==> src/rtl/push_btn_debouncer.sv <==
// push_btn_debouncer: four-channel push-button debouncer with a runtime
// programmable threshold, loaded over the 12-bit inst/inst_en device bus.
// Optional build macro PUSH_BTN_DEBOUNCER_SYNC_EN adds a 2-flop synchronizer
// on every raw input; without it the raw inputs are used as-is.
module push_btn_debouncer #(
  parameter int unsigned TickDiv        = 1,
  parameter logic [7:0]  ResetThreshold = 8'd4
) (
  input  logic        clock,
  input  logic        reset,
  input  logic [11:0] inst,
  input  logic        inst_en,
  input  logic        raw0,
  input  logic        raw1,
  input  logic        raw2,
  input  logic        raw3,
  output logic        btn0,
  output logic        btn1,
  output logic        btn2,
  output logic        btn3,
  output logic [7:0]  threshold,
  output logic        error
);

  localparam logic [15:0] PrescLast = 16'(TickDiv - 1);
  localparam logic [3:0]  OpNop     = 4'h0;
  localparam logic [3:0]  OpLdt     = 4'h1;
  localparam logic [3:0]  OpClr     = 4'h2;

  typedef enum logic {
    ST_READY = 1'b0,
    ST_ERROR = 1'b1
  } state_t;

  state_t      state_q;
  logic        error_q;
  logic [7:0]  thr_q;
  logic [15:0] presc_q;
  logic [15:0] presc_d;

  logic [3:0]  raw_vec;
  logic [3:0]  s_vec;
  logic [3:0]  btn_vec;

  logic        inst_go;
  logic [3:0]  op;
  logic [7:0]  imm;
  logic        ldt_ok;
  logic        clr_hit;
  logic        bad_inst;
  logic        restart;
  logic        tick;
  logic [7:0]  thr_m1;

  assign raw_vec = {raw3, raw2, raw1, raw0};

`ifdef PUSH_BTN_DEBOUNCER_SYNC_EN
  logic [3:0] sync1_q;
  logic [3:0] sync2_q;

  // Two-stage synchronizer for the possibly asynchronous contact levels.
  always_ff @(posedge clock) begin
    if (reset) begin
      sync1_q <= 4'b0000;
      sync2_q <= 4'b0000;
    end else begin
      sync1_q <= raw_vec;
      sync2_q <= sync1_q;
    end
  end

  assign s_vec = sync2_q;
`else
  assign s_vec = raw_vec;
`endif

  // Instruction decode; only accepted while Ready.
  always_comb begin
    op       = inst[11:8];
    imm      = inst[7:0];
    inst_go  = inst_en && (state_q == ST_READY);
    ldt_ok   = 1'b0;
    clr_hit  = 1'b0;
    bad_inst = 1'b0;
    if (inst_go) begin
      case (op)
        OpNop:   ;
        OpLdt:   if (imm == 8'd0) bad_inst = 1'b1; else ldt_ok = 1'b1;
        OpClr:   clr_hit = 1'b1;
        default: bad_inst = 1'b1;
      endcase
    end
  end

  // An accepted LDT or CLR restarts every count and the tick phase.
  assign restart = ldt_ok || clr_hit;
  assign tick    = (presc_q == PrescLast);
  assign thr_m1  = thr_q - 8'd1;

  // Prescaler next value: instruction restart beats the normal wrap/increment.
  always_comb begin
    presc_d = presc_q + 16'd1;
    if (restart || tick) presc_d = 16'd0;
  end

  // Control FSM with registered error flag, threshold and prescaler.
  always_ff @(posedge clock) begin
    if (reset) begin
      state_q <= ST_READY;
      error_q <= 1'b0;
      thr_q   <= ResetThreshold;
      presc_q <= 16'd0;
    end else begin
      presc_q <= presc_d;
      if (ldt_ok) thr_q <= imm;
      if (bad_inst) begin
        state_q <= ST_ERROR;
        error_q <= 1'b1;
      end
    end
  end

  genvar gi;
  generate
    for (gi = 0; gi < 4; gi++) begin : g_ch
      logic [7:0] cnt_q;
      logic [7:0] cnt_d;
      logic       btn_q;
      logic       btn_d;

      // Per-channel debounce step; instruction writes take priority over the tick.
      always_comb begin
        cnt_d = cnt_q;
        btn_d = btn_q;
        if (restart) begin
          cnt_d = 8'd0;
          if (clr_hit) btn_d = 1'b0;
        end else if (tick) begin
          if (s_vec[gi] == btn_q) begin
            cnt_d = 8'd0;
          end else if (cnt_q == thr_m1) begin
            btn_d = s_vec[gi];
            cnt_d = 8'd0;
          end else begin
            cnt_d = cnt_q + 8'd1;
          end
        end
      end

      // Channel state registers.
      always_ff @(posedge clock) begin
        if (reset) begin
          cnt_q <= 8'd0;
          btn_q <= 1'b0;
        end else begin
          cnt_q <= cnt_d;
          btn_q <= btn_d;
        end
      end

      assign btn_vec[gi] = btn_q;
    end
  endgenerate

  assign btn0      = btn_vec[0];
  assign btn1      = btn_vec[1];
  assign btn2      = btn_vec[2];
  assign btn3      = btn_vec[3];
  assign threshold = thr_q;
  assign error     = error_q;

endmodule

==> config.mk <==
export PLATFORM = sky130hd
export DESIGN_NAME = push_btn_debouncer
export DESIGN_NICKNAME = d
export VERILOG_FILES = /design/src/rtl/push_btn_debouncer.sv
export SDC_FILE = /design/constraint.sdc
export NUM_CORES = 1
export LEC_CHECK = 0
export CAP_MARGIN = 20
export CORE_MARGIN = 2
export CORE_UTILIZATION = 45
export DETAILED_ROUTE_END_ITERATION = 10
export HOLD_SLACK_MARGIN = 0.06
export SETUP_SLACK_MARGIN = 0.2
export SLEW_MARGIN = 0
export SYNTH_ARGS = -nofsm -noshare
export SYNTH_HDL_FRONTEND = slang
export SYNTH_SLANG_ARGS = --single-unit
==> constraint.sdc <==
create_clock -name clock -period 7.1 [get_ports clock]
set_input_delay 1.42 -clock clock [delete_from_list [all_inputs] [get_ports clock]]
set_output_delay 1.42 -clock clock [all_outputs]
set_load 0.1 [all_outputs]
# Word level (Yosys, flattened, before mapping)

Cells that the tools add are included.

Register bits: 61
Word-level logic and storage cells: 84

Add/sub/neg operators: 6
Equality and inequality tests: 15
Mux-type cells: 33
Bitwise gates (word level): 1
Reductions and logical operators: 18

Operators by type and width:

| cell                                                                  | count |
|---|---|
| 8-bit 2-to-1 mux                                                      | 8 |
| 8-bit by 1-bit adder with 8-bit output, second input constant         | 4 |
| 8-bit equality test                                                   | 4 |
| 1-bit 2-to-1 mux                                                      | 24 |
| 16-bit by 1-bit adder with 16-bit output, second input constant       | 1 |
| 16-bit logical NOT                                                    | 1 |
| 4-bit AND reduction                                                   | 4 |
| 2-bit inequality test, second input constant                          | 5 |
| 2-bit nonzero test                                                    | 5 |
| 8-bit logical NOT                                                     | 1 |
| 8-bit by 1-bit subtractor with 8-bit output, second input constant    | 1 |
| 2-bit OR reduction                                                    | 3 |
| 1-bit equality test                                                   | 4 |
| 4-bit by 1-bit equality test with 1-bit output, second input constant | 1 |
| 4-bit by 2-bit equality test with 1-bit output, second input constant | 1 |
| 4-bit logical NOT                                                     | 1 |
| 1-bit logical OR                                                      | 2 |
| 1-bit case mux with 2 select lines                                    | 1 |
| 1-bit logical AND                                                     | 1 |
| 1-bit NOT                                                             | 1 |

# Logic depth before layout (Yosys ltp)

Depth after elaboration: 7
Gate-level depth with buffers: 11

# Worst setup path after synthesis

Ideal clock, no wire load.

Path type: reg-to-reg
Start: reg thr_q[0] (netlist: threshold[0])
End: reg g_ch[1].cnt_q[0]
Setup time: 0.132 ns
Arrival: 3.309 ns
Data required time: 6.968 ns
Slack: 3.659 ns
Stages on the path, launching flop included: 12
Clock period less this slack: 3.441 ns
Path through: dfxtp_1 > buf_6 > inv_1 > ha_1 > clkbuf_1 > or3b_2 > or2_2 > clkbuf_1 > xnor2_1 > or4_1 > a21oi_2 > nor3_1

Cells in the longest elaborated chain, start to end: 4

Ends and longest elaborated chain:

| element                                     | line | RTL |
|---|---|---|
| start, declared                             | 37   | `logic [7:0] thr_q;` |
| start signal, assigned                      | 111  | `thr_q <= ResetThreshold;` |
| start signal, assigned                      | 115  | `if (ldt_ok) thr_q <= imm;` |
| 8-bit by 1-bit subtractor with 8-bit output | 98   | `assign thr_m1 = thr_q - 8'd1;` |
| 8-bit equality test                         | 141  | `end else if (cnt_q == thr_m1) begin` |
| 8-bit 2-to-1 mux                            | 141  |  |
| 8-bit 2-to-1 mux                            | 139  | `if (s_vec[gi] == btn_q) begin` |
| end signal, assigned                        | 156  | `cnt_q <= cnt_d;` |
| end, declared                               | 126  | `logic [7:0] cnt_q;` |

Every way passes these cells.
A chain may end at the register's enable or synchronous reset.

# Worst setup path in the final report

Start: in inst[9]
End: reg g_ch[1].cnt_q[0]

Cells in the longest elaborated chain, start to end: 5
Elaborated cells between the ends (all ways): 8
Those cells by class: eq/ne (2); mux (4); reduce/logical (2)

Ends and longest elaborated chain:

| element                                                                                                          | line | RTL |
|---|---|---|
| start, declared                                                                                                  | 11   | `input logic [11:0] inst,` |
| 4-bit by 1-bit equality test with 1-bit output or 4-bit by 2-bit equality test with 1-bit output (tied branches) | 86   | `case (op)` |
| 1-bit 2-to-1 mux                                                                                                 | 86   |  |
| 1-bit 2-to-1 mux                                                                                                 | 85   | `if (inst_go) begin` |
| 1-bit logical OR (*)                                                                                             | 96   | `assign restart = ldt_ok \|\| clr_hit;` |
| 2-bit OR reduction (no line) (*)                                                                                 | -    |  |

Every way passes the cells marked *; elsewhere a longest branch is shown, timed or not.

==> out/qor.yml <==
netlist_top_cells_area: "dfxtp_1, xor2_1, xnor2_1"
cp.required_ns: 7.31
cp_cell_sequence: "clkdlybuf4s50_1 -> nor4b_1 -> o21ai_0 -> nor3b_2 -> nand2b_1 -> buf_4 -> nor3_1"
reg2reg_depth: 8
cts_setup_buffers: 0
startpoint_type: "input pin"
gp_congestion: 0.823
fin_crit_sh: 0.550
path_clk_slew_ns: 0.07
finish.utilization: 0.527
synth_cell_types: 56
cts_max_level: 3
die_area_sq_um: 9120
initial_core_util: 0.461
worstSetupEndpointType: "register"
r2r-start: "threshold[0]$_SDFFE_PP0P_"
synthArstFlopShare: 0
clk_latency_ns: 0.34
p_per_area_nw_per_um2: 166
whs_path_depth: 2
die_h_um: 95.5
cts_root_buffer: "clkbuf_8"
hold_path_class: "reg2reg"
wl_mm: 9.20
portBuffers: 31
holdCritStartpoint: "btn0$_SDFFE_PP0P_"
antenna_found_initial: 0
core_sq_um: 8180
antenna_cells: 0
grt_overflow: 0
yosysWarnings: 0
layout.nets: 508
rows: 33
leakage_nw: 1.48
synth_ff_type: "dfxtp_1"
slew_violations: 0
avgSynthCellArea_sq_um: 8.12
tns_ns: 0
cts.sinks: 61
syn_nets: 490
avgRoutedWirePerCell_um: 15.5
critPathKind: "in2reg"
yosysMostFrequentCell: "dfxtp_1"
vias: 3430
final.fill_count: 780
hold_slack_ns: 0.491
dr.pass1.iters: 4
dp_hpwl_mm: 6.35
drcViolationCount: 0
critPathMaxStageDelay_ns: 0.83
tightest_slew_ns: 1.05
worstReg2RegEnd: "g_ch[1].cnt_q[3]$_SDFFE_PP0P_"
synth_seq_cells: 61
cts_hold_buf: 0
ys_top_cells_by_count: "dfxtp_1, nand2_1, nor2_1"
clockBufferDepth: 2
antenna_left: 0
grt_pass1_wl_mm: 15.3
synth_area_sq_um: 3770
finalHoldViolations: 0
post-synth-top-area-cell: "dfxtp_1"
numCtsBuffers: 9
cp.arrival_ns: 4.11
synth.top_cell.area_share: 0.324
area_growth_pct: 14.4
syn_inst: 464
rrSetupSlack_ns: 3.91
max_slew_margin: 0.294
grt_usage: 0.215
cp_max_fo: 20
ys_seq_area_frac: 0.324
setup_viol: 0
drv_cap: 0
drive_gt1_frac: 0.0739
ir_worst_vdd_mv: 0.103
skew_ns: 0.00917
min_to: "btn0$_SDFFE_PP0P_"
grt_pass1_vias: 3087
period_minus_slack_ns: 3.91
outcome: "finished clean"
fmax_mhz: 256
synth_edf_count: 0
die_w_um: 95.5
grt_max_degree: 42
boundaryPins: 32
vias_per_cell: 5.79
grt_setup_unrepaired: "no"
cpMaxStageDelayCell: "nor3b_2"
cts_tree: "yes"
drtIter0Drc: 161
cts_resized: 0
-- final cells by class --
type	instances	area [sq um]	area share
clock buffers	11	141	0.0328
clock inverters	5	50.0	0.0116
inverters	9	33.8	0.00784
multi-input cells	367	2400	0.557
flip-flops and latches	61	1220	0.283
well taps	105	131	0.0305
repair buffers	34	333	0.0772
-- critical path, delay by kind of cell --
family / cells / cell delay [ns]
buffers and inverters: 2 / 0.79
AOI/OAI and AO/OA: 1 / 0.19
and+or+nand+nor: 4 / 1.70
-- flip-flops by register name (all words and copies together) (netlist names) --
name / count
error: 1
btn1: 1
presc_q: 16
g_ch.cnt_q: 32
btn3: 1
threshold: 8
btn0: 1
btn2: 1
-- how the worst max path moves through the flow --
stage | cells after the start | start | endpoint
after floorplan | 11 | threshold[0]$_SDFFE_PP0P_ | g_ch[1].cnt_q[0]$_SDFFE_PP0P_
after global placement | 7 | inst[9] | g_ch[3].cnt_q[7]$_SDFFE_PP0P_
after detailed placement | 7 | inst[9] | g_ch[1].cnt_q[3]$_SDFFE_PP0P_
after CTS | 7 | inst[9] | g_ch[1].cnt_q[3]$_SDFFE_PP0P_
after global routing | 7 | inst[9] | g_ch[1].cnt_q[3]$_SDFFE_PP0P_
final | 7 | inst[9] | g_ch[1].cnt_q[0]$_SDFFE_PP0P_
-- per-layer routing --
| layer | up-vias | GRT usage | share of wire |
|---|---|---|---|
| met4 | 0 | 0.0702 | 0.013 |
| met2 | 75 | 0.323 | 0.45 |
| met1 | 1626 | 0.308 | 0.49 |
| li1 | 1720 | - | - |
| met3 | 9 | 0.0427 | 0.043 |
| met5 | - | 0 | 0 |
-- report_power, final --
part	switching, W	internal, W	total [W]
Clock	0.000137	0.000169	0.000306
Combinational	0.0000341	0.0000251	0.0000592
Sequential	0.00000633	0.000346	0.000352
Total	0.000177	0.000540	0.000718
-- through the flow --
stage	total power [W]	instance area, sq um	instances	worst slack [ns]
3_5_place_dp	0.000419	4120	576	2.81
5_1_grt	0.000745	4310	592	2.94
4_1_cts	0.000725	4310	592	3.17
6_report	0.000718	4310	592	3.19
3_3_place_gp	0.000418	4120	576	2.88
2_1_floorplan	0.000397	3770	464	3.66
-- cell usage in the layout, fill, tap and decap left out, types with 10 or more instances in the layout --
master and n:
dfxtp_1 61, xnor2_1 25, clkdlybuf4s50_1 31, nand4_1 18, nor3_1 27, nand2_1 47, nor2_1 38, xor2_1 30
nand3_1 21, clkbuf_8 10, a21oi_1 21, mux2i_1 10
-- logic make-up after synthesis --
group | after synthesis | share of synthesized area
AOI/OAI and AO/OA | 79 | 0.146
xor gates and xnor gates | 58 | 0.146
adders and majority gates | 7 | 0.0232
buffers and inverters | 36 | 0.0402
DFF | 61 | 0.324
muxes | 10 | 0.0266
and+or+nand+nor | 213 | 0.293
No activity file was read; power rests on OpenSTA's default activity.
